**config.mk**
```make
export PLATFORM = sky130hd
export DESIGN_NAME = telemetry_rx
export DESIGN_NICKNAME = d
export VERILOG_FILES = /design/src/rtl/telemetry_rx.sv
export SDC_FILE = /design/constraint.sdc
export NUM_CORES = 1
export LEC_CHECK = 0
export ABC_AREA = 0
export ABC_CLOCK_PERIOD_IN_PS = 7280
export BUFFER_PORTS_ARGS = -buffer_cell sky130_fd_sc_hd__buf_2
export CAP_MARGIN = 20
export CORE_MARGIN = 2
export CORE_UTILIZATION = 25
export CTS_CLUSTER_DIAMETER = 80
export DETAILED_ROUTE_END_ITERATION = 16
export PLACE_DENSITY_LB_ADDON = 0.1
export SKIP_LAST_GASP = 1
export SYNTH_ARGS = -nofsm -noshare
export SYNTH_HDL_FRONTEND = slang
export SYNTH_SLANG_ARGS = --single-unit
```
**constraint.sdc**
```tcl
create_clock -name clk -period 7.28 [get_ports clk]
set_input_delay 0.728 -clock clk [delete_from_list [all_inputs] [get_ports clk]]
set_output_delay 0.728 -clock clk [all_outputs]
set_load 0.1 [all_outputs]
```
**src/rtl/telemetry_rx.sv**
```systemverilog
// Telemetry link receiver: 8N1 UART deserializer, AA 55 delimiter hunt, 6-byte payload reassembly.
// Optional payload nibble checking is compiled in when TELEM_RX_CHECK_EN is defined.
module telemetry_rx #(
  parameter int BAUD_DIV = 2604
) (
  input  logic        clk,
  input  logic        rst,
  input  logic        RX,
  output logic [11:0] batt_v,
  output logic [11:0] avg_curr,
  output logic [11:0] avg_torque,
  output logic        pkt_vld,
  output logic        frame_err,
  output logic        pkt_err
);

  localparam int CW = $clog2(BAUD_DIV + 1);
  localparam logic [CW-1:0] FULL = CW'(BAUD_DIV);
  localparam logic [CW-1:0] HALF = CW'(BAUD_DIV / 2);

  typedef enum logic [1:0] {B_IDLE, B_START, B_DATA, B_STOP} bst_t;
  typedef enum logic [2:0] {HUNT1, HUNT2, P1, P2, P3, P4, P5, P6} pst_t;

  // RX is asynchronous; two flops reset to the idle level
  logic rx_meta_q, rx_s_q;

  always_ff @(posedge clk or posedge rst) begin
    if (rst) begin
      rx_meta_q <= 1'b1;
      rx_s_q    <= 1'b1;
    end else begin
      rx_meta_q <= RX;
      rx_s_q    <= rx_meta_q;
    end
  end

  // ---------------- bit-level FSM ----------------
  bst_t          bst_q, bst_d;
  logic [CW-1:0] cnt_q, cnt_d;
  logic [2:0]    bidx_q, bidx_d;
  logic [7:0]    shreg_q, shreg_d;
  logic          brdy_q, brdy_d;
  logic          ferr_q, ferr_d;
  logic          expire;

  assign expire = (cnt_q == CW'(1));

  always_comb begin
    bst_d   = bst_q;
    cnt_d   = (cnt_q != '0) ? cnt_q - CW'(1) : cnt_q;
    bidx_d  = bidx_q;
    shreg_d = shreg_q;
    brdy_d  = 1'b0;
    ferr_d  = 1'b0;
    case (bst_q)
      B_IDLE: begin
        if (!rx_s_q) begin
          cnt_d = HALF;
          bst_d = B_START;
        end
      end
      B_START: begin
        if (expire) begin
          if (rx_s_q) begin
            bst_d = B_IDLE;
          end else begin
            cnt_d  = FULL;
            bidx_d = 3'd0;
            bst_d  = B_DATA;
          end
        end
      end
      B_DATA: begin
        if (expire) begin
          shreg_d = {rx_s_q, shreg_q[7:1]};
          cnt_d   = FULL;
          if (bidx_q == 3'd7) bst_d = B_STOP;
          else                bidx_d = bidx_q + 3'd1;
        end
      end
      B_STOP: begin
        if (expire) begin
          if (rx_s_q) brdy_d = 1'b1;
          else        ferr_d = 1'b1;
          bst_d = B_IDLE;
        end
      end
      default: bst_d = B_IDLE;
    endcase
  end

  always_ff @(posedge clk or posedge rst) begin
    if (rst) begin
      bst_q   <= B_IDLE;
      cnt_q   <= '0;
      bidx_q  <= '0;
      shreg_q <= '0;
      brdy_q  <= 1'b0;
      ferr_q  <= 1'b0;
    end else begin
      bst_q   <= bst_d;
      cnt_q   <= cnt_d;
      bidx_q  <= bidx_d;
      shreg_q <= shreg_d;
      brdy_q  <= brdy_d;
      ferr_q  <= ferr_d;
    end
  end

  // ---------------- packet FSM ----------------
  // shreg_q stays stable while brdy_q is high, so it doubles as the received byte
  pst_t        pst_q, pst_d;
  logic [11:0] stg_b_q, stg_b_d;
  logic [11:0] stg_c_q, stg_c_d;
  logic [3:0]  stg_tn_q, stg_tn_d;
  logic [11:0] batt_q, batt_d;
  logic [11:0] curr_q, curr_d;
  logic [11:0] torq_q, torq_d;
  logic        vld_q, vld_d;
`ifdef TELEM_RX_CHECK_EN
  logic        perr_q, perr_d;
`endif

  always_comb begin
    pst_d    = pst_q;
    stg_b_d  = stg_b_q;
    stg_c_d  = stg_c_q;
    stg_tn_d = stg_tn_q;
    batt_d   = batt_q;
    curr_d   = curr_q;
    torq_d   = torq_q;
    vld_d    = 1'b0;
`ifdef TELEM_RX_CHECK_EN
    perr_d   = 1'b0;
`endif
    if (ferr_q) begin
      pst_d = HUNT1;
    end else if (brdy_q) begin
      case (pst_q)
        HUNT1: if (shreg_q == 8'hAA) pst_d = HUNT2;
        HUNT2: begin
          if (shreg_q == 8'h55)      pst_d = P1;
          else if (shreg_q != 8'hAA) pst_d = HUNT1;
        end
        P1: begin stg_b_d[11:8] = shreg_q[3:0]; pst_d = P2; end
        P2: begin stg_b_d[7:0]  = shreg_q;      pst_d = P3; end
        P3: begin stg_c_d[11:8] = shreg_q[3:0]; pst_d = P4; end
        P4: begin stg_c_d[7:0]  = shreg_q;      pst_d = P5; end
        P5: begin stg_tn_d      = shreg_q[3:0]; pst_d = P6; end
        P6: begin
          // torque low byte bypasses staging so all three outputs move together
          batt_d = stg_b_q;
          curr_d = stg_c_q;
          torq_d = {stg_tn_q, shreg_q};
          vld_d  = 1'b1;
          pst_d  = HUNT1;
        end
        default: pst_d = HUNT1;
      endcase
`ifdef TELEM_RX_CHECK_EN
      if ((pst_q == P1 || pst_q == P3 || pst_q == P5) && shreg_q[7:4] != 4'h0) begin
        perr_d = 1'b1;
        pst_d  = HUNT1;
      end
`endif
    end
  end

  always_ff @(posedge clk or posedge rst) begin
    if (rst) begin
      pst_q    <= HUNT1;
      stg_b_q  <= '0;
      stg_c_q  <= '0;
      stg_tn_q <= '0;
      batt_q   <= '0;
      curr_q   <= '0;
      torq_q   <= '0;
      vld_q    <= 1'b0;
    end else begin
      pst_q    <= pst_d;
      stg_b_q  <= stg_b_d;
      stg_c_q  <= stg_c_d;
      stg_tn_q <= stg_tn_d;
      batt_q   <= batt_d;
      curr_q   <= curr_d;
      torq_q   <= torq_d;
      vld_q    <= vld_d;
    end
  end

`ifdef TELEM_RX_CHECK_EN
  always_ff @(posedge clk or posedge rst) begin
    if (rst) perr_q <= 1'b0;
    else     perr_q <= perr_d;
  end
  assign pkt_err = perr_q;
`else
  assign pkt_err = 1'b0;
`endif

  assign batt_v     = batt_q;
  assign avg_curr   = curr_q;
  assign avg_torque = torq_q;
  assign pkt_vld    = vld_q;
  assign frame_err  = ferr_q;

endmodule

```
After elaboration in Yosys (flattened, before gate mapping)
Cells that the tools add are included.
- memories kept: 0
- word-level logic and storage cells: 93
- bits in registers: 97
- latch bits: 0
- output and inout port bits: 39
- memory bits (read-only): 0
- memory bits (writable): 0
- equality and inequality tests: 24
- bitwise operators: 1
- order comparisons: 0
- muxes and demuxes: 33
- shift-type cells: 0
- $mul: 0
- reductions and logical operators: 15
- add/sub/neg operators: 2
- div/mod/pow operators: 0
- operators with widths (cell ; number):
    12-bit 2-to-1 mux ; 5
    12-bit one-hot mux with 3 select lines ; 1
    3-bit 2-to-1 mux ; 9
    3-bit one-hot mux with 8 select lines ; 1
    3-bit AND reduction ; 7
    3-bit == test, second input constant ; 5
    2-bit inequality test, second input constant ; 7
    12-bit by 1-bit == test with 1-bit output, second input constant ; 1
    2-bit 2-to-1 mux ; 6
    12-bit nonzero test ; 1
    12-bit by 1-bit subtractor with 12-bit output, second input constant ; 1
    5-bit AND reduction ; 2
    1-bit 2-to-1 mux ; 9
    8-bit by 7-bit == test with 1-bit output, second input constant ; 1
    8-bit == test, second input constant ; 1
    8-bit inequality test, second input constant ; 1
    2-bit one-hot mux with 4 select lines ; 1
    3-bit by 2-bit == test with 1-bit output, second input constant ; 2
    3-bit one-hot mux with 2 select lines ; 1
    2-bit == test, second input constant ; 2
    4-bit inequality test, second input constant ; 1
    2-bit nonzero test ; 2
    3-bit by 1-bit adder with 3-bit output, second input constant ; 1
    3-bit by 1-bit == test with 1-bit output, second input constant ; 1
    other kinds (6) ; 6

Depth between registers and ports, before layout
Gate-level depths: netlist of run 1.
- depth after elaboration: 6
- mapped depth: 6
- depth with buffers taken out: 6

Worst setup path before layout of run 1
Ideal clock, no wire load.
- kind: register to register
- start point: reg ferr_q, in the netlist frame_err
- end point: reg curr_q[0], in the netlist avg_curr[0]
- arrival: 2074 ps
- setup slack: 5080 ps
- cell stages (with the launch flop): 5
- library setup time: 125 ps
- buffers on the path: 1
- cells stage by stage: dfrtp_1 > nand3b_1 > nor2_2 > buf_2 > mux2_2
- word-level cells in the longest chain between the ends: 2
- ends and longest elaborated chain (item ; RTL line ; RTL):
    from (decl) ; 43 ; logic ferr_q, ferr_d;
    from (signal assigned) ; 106 ; ferr_q <= ferr_d;
    1-bit inverter (no source line) ; -- ;
    3-bit AND reduction (no source line) ; -- ;
    to (signal assigned) ; 185 ; curr_q <= curr_d;
    to (decl) ; 117 ; logic [11:0] curr_q, curr_d;
Every way passes these cells.
A chain may end at the register's enable or synchronous reset.

Final worst setup path of run 1
- start point: reg cnt_q[7]
- end point: reg shreg_q[4]
- word-level cells in the longest chain between the ends: 2
- ends and longest elaborated chain (item ; RTL line ; RTL):
    from (decl) ; 39 ; logic [CW-1:0] cnt_q, cnt_d;
    from (signal assigned) ; 102 ; cnt_q <= cnt_d;
    12-bit by 1-bit == test with 1-bit output ; 46 ; assign expire = (cnt_q == CW'(1));
    2-bit AND reduction (no source line) ; -- ;
    to (signal assigned) ; 104 ; shreg_q <= shreg_d;
    to (decl) ; 41 ; logic [7:0] shreg_q, shreg_d;
Every way passes these cells.

==> results of run 1 <==
## cells in the final DEF (no fill, tap or decap), drive strengths merged, types with 3 or more instances in the layout
master	instances
a21oi	8
a311oi	3
a31oi	3
buf	42
clkbuf	10
dfrtp	95
ha	5
inv	7
mux2	74
nand2	10
nand3	4
nor2	10
nor3	3
nor4	4
o21ai	10
or3	7
xnor2	4
## path summary, 6_finish.rpt
path | startpoint | end | slack (ns) | depth (start not counted)
setup / recovery | cnt_q[7] | shreg_q[4] | 5.09 | 4
hold / removal | rst | avg_curr[1] | 0.36 | 2
setup reg to reg | cnt_q[7] | shreg_q[4] | 5.09 | 4
hold reg to reg | rx_meta_q | rx_s_q | 0.36 | 0
max in group asynchronous | rst | stg_c_q[4] | 5.72 | 3
min in group clk | rx_meta_q | rx_s_q | 0.36 | 0
## flip-flops by register name, summed over array words and instances, names as in the netlist, 3 cells and up, named ones only
signal,cells
shreg_q,8
stg_tn_q,4
stg_b_q,12
stg_c_q,12
batt_v,12
avg_torque,12
cnt_q,12
pst_q,3
avg_curr,12
bidx_q,3
## through the flow
stage / hold slack (ns) / cell area, um^2 / cells / setup slack [ns] / util
floorplan: 0.345 / 4080 / 295 / 4.02 / -
global placement: 0.346 / 4500 / 539 / 5.01 / 0.283
detailed placement: 0.347 / 4520 / 540 / 5.08 / 0.284
CTS: 0.358 / 4850 / 556 / 5.07 / 0.305
global route: 0.361 / 4850 / 556 / 4.93 / 0.305
finish: 0.356 / 4850 / 556 / 5.09 / 0.305
## routing by layer
layer,GRT usage,vias to the layer above
li1,-,1154
met1,0.143,1237
met2,0.149,41
met3,0.0405,7
met4,0.0362,0
met5,0,-
## cells by family (layout without fill, tap and decap cells)
family,Yosys count,count (layout)
mux,76,76
buf+inv,19,64
xor+xnor,6,6
compound gates,34,34
fa+ha+maj,5,5
simple gates,57,57
other cells,1,1
flops,97,97
## final cells by class
class	count	area [um^2]	area share
Sequential cell	97	2430	0.501
Multi-Input combinational cell	179	1560	0.323
Tap cell	216	270	0.0558
Clock buffer	10	239	0.0493
Timing Repair Buffer	42	228	0.0470
Clock inverter	6	90.1	0.0186
Inverter	6	25.0	0.00516
## power groups by stage
stage / clock (uW) / sequential (uW) / combinational (uW)
final: 519 / 540 / 14.9
after global routing: 571 / 540 / 18.1
after CTS: 543 / 540 / 16.4
after detailed placement: 0 / 551 / 16.4
after global placement: 0 / 551 / 16.3
after floorplan: 0 / 550 / 11.6
==> impl_metrics.py, run 1 <==
metrics = {
    "power_and_ir_drop": {
        "p_sw_frac": 0.207,
        "vdd_drop_max_uv": 128,
        "switchingPower_uw": 222,
        "seqPwrFrac": 0.503,
        "p_leak_uw": 0.00234,
        "p_total_uw": 1070,
        "powerDensity_nw_per_um2": 222,
        "power_frac_clock": 0.483,
        "combinationalPowerShare": 0.014,
        "p_int_uw": 853,
    },
    "final_layout": {
        "layout.nets": 343,
        "drive_gt1_frac": 0.424,
        "area_growth_syn_to_layout_pct": 18.9,
        "diodes": 0,
        "fillers": 1657,
    },
    "synth": {
        "netlist_area_um2": 4080,
        "synthAdderAreaFrac": 0.0154,
        "yosys_warnings": 0,
        "synthTopCellsByArea": "dfrtp_1, mux2_2, ha_1",
        "synth_edf_count": 0,
        "synth_cells": 295,
        "synth.top_cell.area_share": 0.583,
        "async_flop_share": 1.00,
        "synth_top_area_cell": "dfrtp_1",
        "ys_top_cells_by_count": "dfrtp_1, mux2_2, nand2_1, o21ai_0",
        "yosysMostFrequentCell": "dfrtp_1",
        "synth_area_per_cell_um2": 13.8,
        "synth.mux.area_fraction": 0.210,
        "synth_fp_nets": 303,
        "yosysUniqueCellTypes": 52,
        "ys_ff_latch": 97,
        "synth_ff_type": "dfrtp_1",
        "synth_compound_gate_area_share": 0.0550,
        "synth-xor-area-share": 0.0129,
        "ys_seq_area_frac": 0.596,
        "yosys.area_share.simple": 0.0881,
        "synth_top_family_by_area": "multiplexers",
    },
    "hold_path": {
        "hold_class": "primary input to async pin",
    },
    "timing": {
        "worst_slew_pin_slew_ns": 0.872,
        "maxSlewHeadroom": 0.418,
        "period_share": 0.301,
        "final_hold_viol_count": 0,
        "rsz0062_at_grt": "false",
        "setup_violations": 0,
        "tns_ns": 0,
        "clock_skew_ns": 0.00632,
        "max_freq_mhz": 456,
        "finalMaxSlewViolations": 0,
        "fin_crit_ns": 2.19,
    },
    "floorplanning": {
        "rows": 46,
        "die_h_um": 132,
        "dieArea_um2": 17300,
        "die_x_um": 132,
        "core_area_um2": 15900,
        "boundaryPins": 42,
        "initial_core_util": 0.257,
    },
    "worst_setup_path": {
        "cp_top_family": "simple AND/OR/NAND/NOR gates",
        "cp.arrival_ns": 2.42,
        "crit_chain": "nor4_2 -> nand4_1 -> nor2_4 -> mux2_2",
        "cp.required_ns": 7.51,
        "cp-start-kind": "flop",
        "cp_slowest_cell": "nor4_2",
        "endpoint_kind": "flop",
        "worstPathMaxFanout": 10,
        "criticalPathCategory": "flop to flop",
        "max_stage_delay_ns": 0.74,
        "cp_num_buf_inv": 0,
    },
    "cts": {
        "clk_pin_slew_ns": 0.07,
        "cts-resized-gates": 0,
        "insertion_delay_ns": 0.35,
        "htree_levels": 3,
        "cts_hold_buf": 0,
        "cts_buffers": 9,
        "root_buffer": "clkbuf_16",
        "cts_tree": "done",
        "cts_setup_buffers": 0,
        "clockBufferDepth": 2,
        "cts.sinks": 97,
    },
    "detailed_routing": {
        "dr_wl_met3_um": 374,
        "ant_nets": 0,
        "drt_iter0_drc": 109,
        "totalWireLength_um": 8300,
        "dr.pass1.iters": 4,
        "highest_layer": "met4",
        "m1WireLength_um": 4100,
        "via_per_inst": 4.39,
        "drcViolationCount": 0,
        "wl_met2_um": 3700,
        "vias": 2439,
        "wl_per_cell_um": 14.9,
    },
    "run": {
        "maxCapViolations": 0,
    },
    "global_routing": {
        "grt_first_pass_wirelength_um": 14000,
        "grt_antenna_before_repair": 0,
        "grt_pass1_vias": 2474,
        "grt_start_max_net_pins": 70,
        "overflow": 0,
        "track_usage": 0.104,
    },
    "placement": {
        "io_buffers": 40,
        "hpwl_um": 5480,
        "routabilityCongestion": 0.775,
    },
    "outcome": {
        "outcome": "completed",
    },
}
No activity file was read; power rests on OpenSTA's default activity.
==> run 2: changes to the inputs <==
--- a/config.mk
+++ b/config.mk
@@ -5,8 +5,8 @@
 export SDC_FILE = /design/constraint.sdc
 export NUM_CORES = 1
 export LEC_CHECK = 0
-export ABC_AREA = 0
-export ABC_CLOCK_PERIOD_IN_PS = 7280
+export ABC_AREA = 1
+export ABC_CLOCK_PERIOD_IN_PS = 1800
 export BUFFER_PORTS_ARGS = -buffer_cell sky130_fd_sc_hd__buf_2
 export CAP_MARGIN = 20
 export CORE_MARGIN = 2
==> constraint.sdc (replaced) <==
create_clock -name clk -period 1.8 [get_ports clk]
set_input_delay 0.18 -clock clk [delete_from_list [all_inputs] [get_ports clk]]
set_output_delay 0.18 -clock clk [all_outputs]
set_load 0.1 [all_outputs]
==> run 2 against run 1 <==
Against the previous run:
- critical path depth up 3
- wire length up 11%
- sequential share of layout area down 1.5 points
- largest cell class unchanged
- clock power rose to 3.6 times the previous value
- setup slack worse by 4.9 ns
- largest power group unchanged
- cell area up 3.1%
- critical endpoint is now bidx_q[0]
- area after synthesis up 2.3%
- non-clock buffer count up 10
- synthesized cell count up 60%
==> impl_metrics.py, run 2 <==
metrics = {
    "power_and_ir_drop": {
        "seqPwrFrac": 0.528,
        "p_leak_uw": 0.00246,
        "power_frac_clock": 0.453,
        "p_total_uw": 4140,
        "p_sw_frac": 0.228,
        "combinationalPowerShare": 0.019,
        "powerDensity_nw_per_um2": 828,
        "vdd_drop_max_uv": 406,
        "p_int_uw": 3200,
        "switchingPower_uw": 943,
    },
    "worst_setup_path": {
        "worstPathMaxFanout": 4,
        "crit_top_cell": "ha_1",
        "cp-start-kind": "flop",
        "endpoint_kind": "flop",
        "cp.required_ns": 2.03,
        "r2r_setup_slack_ns": 0.18,
        "cp.arrival_ns": 1.86,
        "criticalPathCategory": "flop to flop",
        "crit_chain": "ha_1 -> ha_1 -> or2_2 -> nand2_4 -> nand3_1 -> nand2_1 -> o21ai_2",
        "cp_num_buf_inv": 0,
        "r2r_start": "bidx_q[0]",
        "r2r_cells": 7,
        "max_stage_delay_ns": 0.41,
        "cp_top_family": "simple AND/OR/NAND/NOR gates",
        "path_depth": 7,
        "cp_slowest_cell": "dfrtp_1",
        "worstReg2RegEnd": "bidx_q[0]",
    },
    "timing": {
        "rsz0062_at_grt": "false",
        "final_hold_viol_count": 0,
        "period_share": 0.900,
        "fin_crit_ns": 1.62,
        "setup_violations": 0,
        "max_freq_mhz": 617,
        "tns_ns": 0,
        "clock_skew_ns": 0.0104,
        "finalMaxSlewViolations": 0,
    },
    "synth": {
        "yosysUniqueCellTypes": 29,
        "synth_area_per_cell_um2": 8.81,
        "netlist_area_um2": 4170,
        "async_flop_share": 1.00,
        "ys_seq_area_frac": 0.583,
        "synth_fp_nets": 481,
        "synth_edf_count": 0,
        "synth_ff_type": "dfrtp_1",
        "yosys_warnings": 0,
        "ys_ff_latch": 97,
        "synthTopCellsByArea": "dfrtp_1, nand2_1, o21ai_0",
        "synth.top_cell.area_share": 0.570,
        "ys_top_cells_by_count": "nand2_1, dfrtp_1, o21ai_0",
        "synth_top_area_cell": "dfrtp_1",
        "synth_cells": 473,
        "yosysMostFrequentCell": "nand2_1",
    },
    "floorplanning": {
        "die_h_um": 133,
        "initial_core_util": 0.253,
        "rows": 47,
        "core_area_um2": 16500,
        "boundaryPins": 42,
        "die_x_um": 133,
        "dieArea_um2": 17700,
    },
    "final_layout": {
        "final_common_cell": "nand2_1",
        "layout.nets": 532,
        "fillers": 1779,
        "utilization": 0.304,
        "diodes": 0,
        "final_cell_mix": "nand2_1, dfrtp_1, o21ai_0",
        "area_growth_syn_to_layout_pct": 19.9,
        "drive_gt1_frac": 0.166,
    },
    "cts": {
        "clk_pin_slew_ns": 0.06,
        "cts.sinks": 97,
        "clockBufferDepth": 2,
        "cts_tree": "done",
        "insertion_delay_ns": 0.35,
        "cts_setup_buffers": 0,
        "root_buffer": "clkbuf_16",
        "cts_buffers": 9,
        "htree_levels": 3,
    },
    "global_routing": {
        "overflow": 0,
        "grt_first_pass_wirelength_um": 16000,
        "grt_antenna_before_repair": 0,
        "grt_start_max_net_pins": 37,
        "track_usage": 0.115,
        "grt_pass1_vias": 3146,
    },
    "hold_path": {
        "hold_path_startpoint": "rx_meta_q",
        "worstHoldEndpoint": "rx_s_q",
        "hold_class": "flop to flop",
        "whs_path_depth": 0,
    },
    "detailed_routing": {
        "via_per_inst": 4.15,
        "totalWireLength_um": 9250,
        "vias": 3105,
        "wl_per_cell_um": 12.4,
        "ant_nets": 0,
        "drt_iter0_drc": 127,
        "dr.pass1.iters": 4,
        "drcViolationCount": 0,
    },
    "placement": {
        "routabilityCongestion": 0.844,
        "hpwl_um": 6640,
        "io_buffers": 40,
    },
    "run": {
        "maxCapViolations": 0,
    },
    "outcome": {
        "outcome": "completed",
    },
}
-- run 2: cell types whose count changed after synthesis, sizes merged, moves of 4 or more --
cell and delta:
nand3 +19, nand2 +157, nor3 +4, nor2 +22, mux2 -74, inv +39
a21oi -4, xor2 +4, nor4 -4, or3 -7, o21ai +55, clkbuf -4
-- run 2: final cells by class --
cell class              instances  area (um^2)  share of cell area
clock buffers                  10          239              0.0478
clock inverters                 6         50.0              0.0100
inverters                      46          180              0.0360
multi-input cells             318         1490               0.298
flip-flops and latches         97         2430               0.486
well taps                     220          275              0.0551
repair buffers                 52          333              0.0666
-- run 2: worst max path at each step --
stage / start / end / slack (ns)
after detailed placement: pst_q[2] / batt_v[3] / 0.17
after floorplan: frame_err / stg_c_q[0] / 0.25
after global placement: pst_q[2] / batt_v[7] / 0.19
after CTS: pst_q[2] / batt_v[3] / 0.16
after global routing: cnt_q[5] / cnt_q[10] / 0.004
final: bidx_q[0] / bidx_q[0] / 0.18
-- run 2: kinds of logic (layout without fill, tap and decap cells) --
group	after synthesis	count (layout)	synth area share
simple gates	234	234	0.239
flops	97	97	0.583
compound gates	71	71	0.0877
buf+inv	58	114	0.0600
xor+xnor	7	7	0.0147
fa+ha+maj	5	5	0.0150
other cells	1	1	0.000900
-- run 2: power groups by stage --
stage / Combinational (uW) / Clock [uW] / Sequential (uW)
finish: 77.7 / 1880 / 2180
global route: 89.9 / 2070 / 2180
global placement: 78.8 / 0 / 2230
floorplan: 47.8 / 0 / 2230
CTS: 83.3 / 1970 / 2180
detailed placement: 80.2 / 0 / 2230
-- run 2: repair_timing --
item | 4_1_cts | 5_1_grt
endpoints found under the setup margin | 0 | 1
endpoints found under the hold margin | 15 | 0
resized for setup | 0 | 1
hold buffers | 2 | 0
-- run 2: metal layers --
metal  up-vias  global-route usage  share of wire
met5         -                   0              0
met4         0              0.0372          0.015
met3        10              0.0396          0.042
met2        49               0.183           0.45
met1      1452               0.148           0.49
li1       1594                   -              -
-- run 2: through the flow --
stage	instance area, um^2	instances	hold WS (ns)	worst slack, ns
2_1_floorplan	4170	473	0.184	0.247
3_3_place_gp	4690	731	0.223	0.191
3_5_place_dp	4690	731	0.234	0.167
4_1_cts	4990	749	0.357	0.159
5_1_grt	5000	749	0.365	0.00362
6_report	5000	749	0.356	0.179
==> run 3: changes to the inputs <==
--- a/config.mk
+++ b/config.mk
@@ -5,7 +5,6 @@
 export SDC_FILE = /design/constraint.sdc
 export NUM_CORES = 1
 export LEC_CHECK = 0
-export ABC_AREA = 1
 export ABC_CLOCK_PERIOD_IN_PS = 1800
 export BUFFER_PORTS_ARGS = -buffer_cell sky130_fd_sc_hd__buf_2
 export CAP_MARGIN = 20
@@ -14,6 +13,7 @@
 export CTS_CLUSTER_DIAMETER = 80
 export DETAILED_ROUTE_END_ITERATION = 16
 export PLACE_DENSITY_LB_ADDON = 0.1
+export REMOVE_ABC_BUFFERS = 1
 export SKIP_LAST_GASP = 1
 export SYNTH_ARGS = -nofsm -noshare
 export SYNTH_HDL_FRONTEND = slang
==> run 3 against run 2 <==
Against the previous run:
- the run now ends with setup timing left
- clock power increased by 4%
- via count decreased by 15%
- sequential cell count unchanged
- clock skew decreased by 0.0036 ns
- total power increased by 2.0%
- utilization increased by 2.8 points
- critical path type unchanged
- highest routed layer unchanged
==> impl_metrics.py, run 3 (synthesis results as in run 1) <==
metrics = {
    "worst_setup_path": {
        "endpoint_kind": "flop",
        "criticalPathCategory": "flop to flop",
        "cp.required_ns": 2.07,
        "worstPathMaxFanout": 3,
        "cp-start-kind": "flop",
        "cp.arrival_ns": 2.13,
    },
    "power_and_ir_drop": {
        "powerDensity_nw_per_um2": 801,
        "power_frac_clock": 0.465,
        "p_total_uw": 4220,
        "combinationalPowerShare": 0.017,
        "p_sw_frac": 0.206,
        "p_leak_uw": 0.00258,
        "switchingPower_uw": 870,
        "seqPwrFrac": 0.518,
        "p_int_uw": 3350,
        "vdd_drop_max_uv": 405,
    },
    "cts": {
        "htree_levels": 3,
        "cts_buffers": 9,
        "cts_tree": "done",
        "root_buffer": "clkbuf_16",
        "cts.sinks": 97,
        "clockBufferDepth": 2,
        "clk_pin_slew_ns": 0.06,
        "insertion_delay_ns": 0.35,
    },
    "global_routing": {
        "track_usage": 0.109,
        "grt_antenna_before_repair": 0,
        "grt_pass1_vias": 2679,
        "overflow": 0,
        "grt_first_pass_wirelength_um": 14700,
        "grt_start_max_net_pins": 43,
    },
    "outcome": {
        "outcome": "complete, but fails checks",
        "failed_checks": "setup timing",
    },
    "timing": {
        "max_freq_mhz": 537,
        "final_hold_viol_count": 0,
        "rsz0062_at_grt": "true",
        "finalMaxSlewViolations": 0,
        "whs_ns": 0.356,
        "fin_ws_ns": -0.0613,
        "period_share": 1.03,
        "fin_crit_ns": 1.86,
        "tns_ns": -0.112,
        "setup_violations": 2,
        "clock_skew_ns": 0.00683,
    },
    "final_layout": {
        "diodes": 0,
        "layout.nets": 390,
        "fin_cells": 603,
        "final_common_cell": "dfrtp_1",
        "fillers": 1596,
        "final_cell_mix": "dfrtp_1, mux2_2, buf_4",
        "utilization": 0.332,
        "drive_gt1_frac": 0.509,
        "area_growth_syn_to_layout_pct": 29.3,
    },
    "detailed_routing": {
        "drt_iter0_drc": 110,
        "drcViolationCount": 0,
        "vias": 2644,
        "m1WireLength_um": 4280,
        "via_per_inst": 4.38,
        "wl_per_cell_um": 14.8,
        "wl_met2_um": 4240,
        "dr.pass1.iters": 4,
        "dr_wl_met3_um": 278,
        "ant_nets": 0,
        "highest_layer": "met4",
        "totalWireLength_um": 8940,
    },
    "hold_path": {
        "hold_class": "flop to flop",
    },
    "floorplanning": {
        "boundaryPins": 42,
        "rows": 46,
        "die_h_um": 132,
        "dieArea_um2": 17300,
        "core_area_um2": 15900,
        "die_x_um": 132,
        "initial_core_util": 0.257,
    },
    "placement": {
        "placed_cells": 579,
        "routabilityCongestion": 0.767,
        "hpwl_um": 6070,
        "io_buffers": 40,
    },
    "run": {
        "maxCapViolations": 0,
    },
}
run 3: layout make-up:
class                   count  area, um^2  area share
clock buffers              12         256      0.0487
inverters                   6        25.0     0.00475
flip-flops and latches     97        2430       0.461
multi-input cells         179        1620       0.308
clock inverters             4        51.3     0.00974
well taps                 216         270      0.0513
repair buffers             89         614       0.117
run 3: critical path: stages, from the launching register on:
cell	delay, ns
dfrtp_1	0.38
inv_2	0.08
ha_4	0.13
or3b_4	0.38
or3_1	0.39
or3_1	0.31
a21oi_1	0.12
run 3: final timing paths:
path                           start          to  slack [ns]  cells after the start
setup / recovery            cnt_q[0]    cnt_q[6]       -0.06                      6
hold / removal             rx_meta_q      rx_s_q        0.36                      0
setup reg to reg            cnt_q[0]    cnt_q[6]       -0.06                      6
hold reg to reg            rx_meta_q      rx_s_q        0.36                      0
max in group asynchronous        rst   cnt_q[11]        0.80                      4
min in group asynchronous        rst  stg_c_q[9]        0.37                      3
run 3: layer usage:
| layer | GRT usage | vias up |
|---|---|---|
| li1 | - | 1241 |
| met1 | 0.143 | 1355 |
| met2 | 0.168 | 37 |
| met3 | 0.0359 | 11 |
| met4 | 0.0374 | 0 |
| met5 | 0 | - |
run 3: power by group through the flow:
stage	Sequential [uW]	Combinational (uW)	Clock, uW
finish	2190	72.8	1960
global route	2180	86.5	2150
CTS	2180	78.2	2050
detailed placement	2230	75.2	0
global placement	2230	74.8	0
floorplan	2230	45.3	0
run 3: per-stage QoR:
stage | setup WS (ns) | area, um^2
final | -0.0613 | 5270
after global routing | -0.112 | 5270
after floorplan | -0.910 | 4010
after detailed placement | -0.0826 | 4830
after global placement | -0.0658 | 4830
after CTS | -0.0744 | 5190
run 3: what timing repair did:
| item | CTS | global route |
|---|---|---|
| pin swaps | 0 | 4 |
| gates resized for setup | 5 | 9 |
| endpoints found under the hold margin | 25 | 0 |
| setup buffers | 1 | 5 |
| endpoints found under the setup margin | 14 | 14 |
| hold buffers | 2 | 0 |
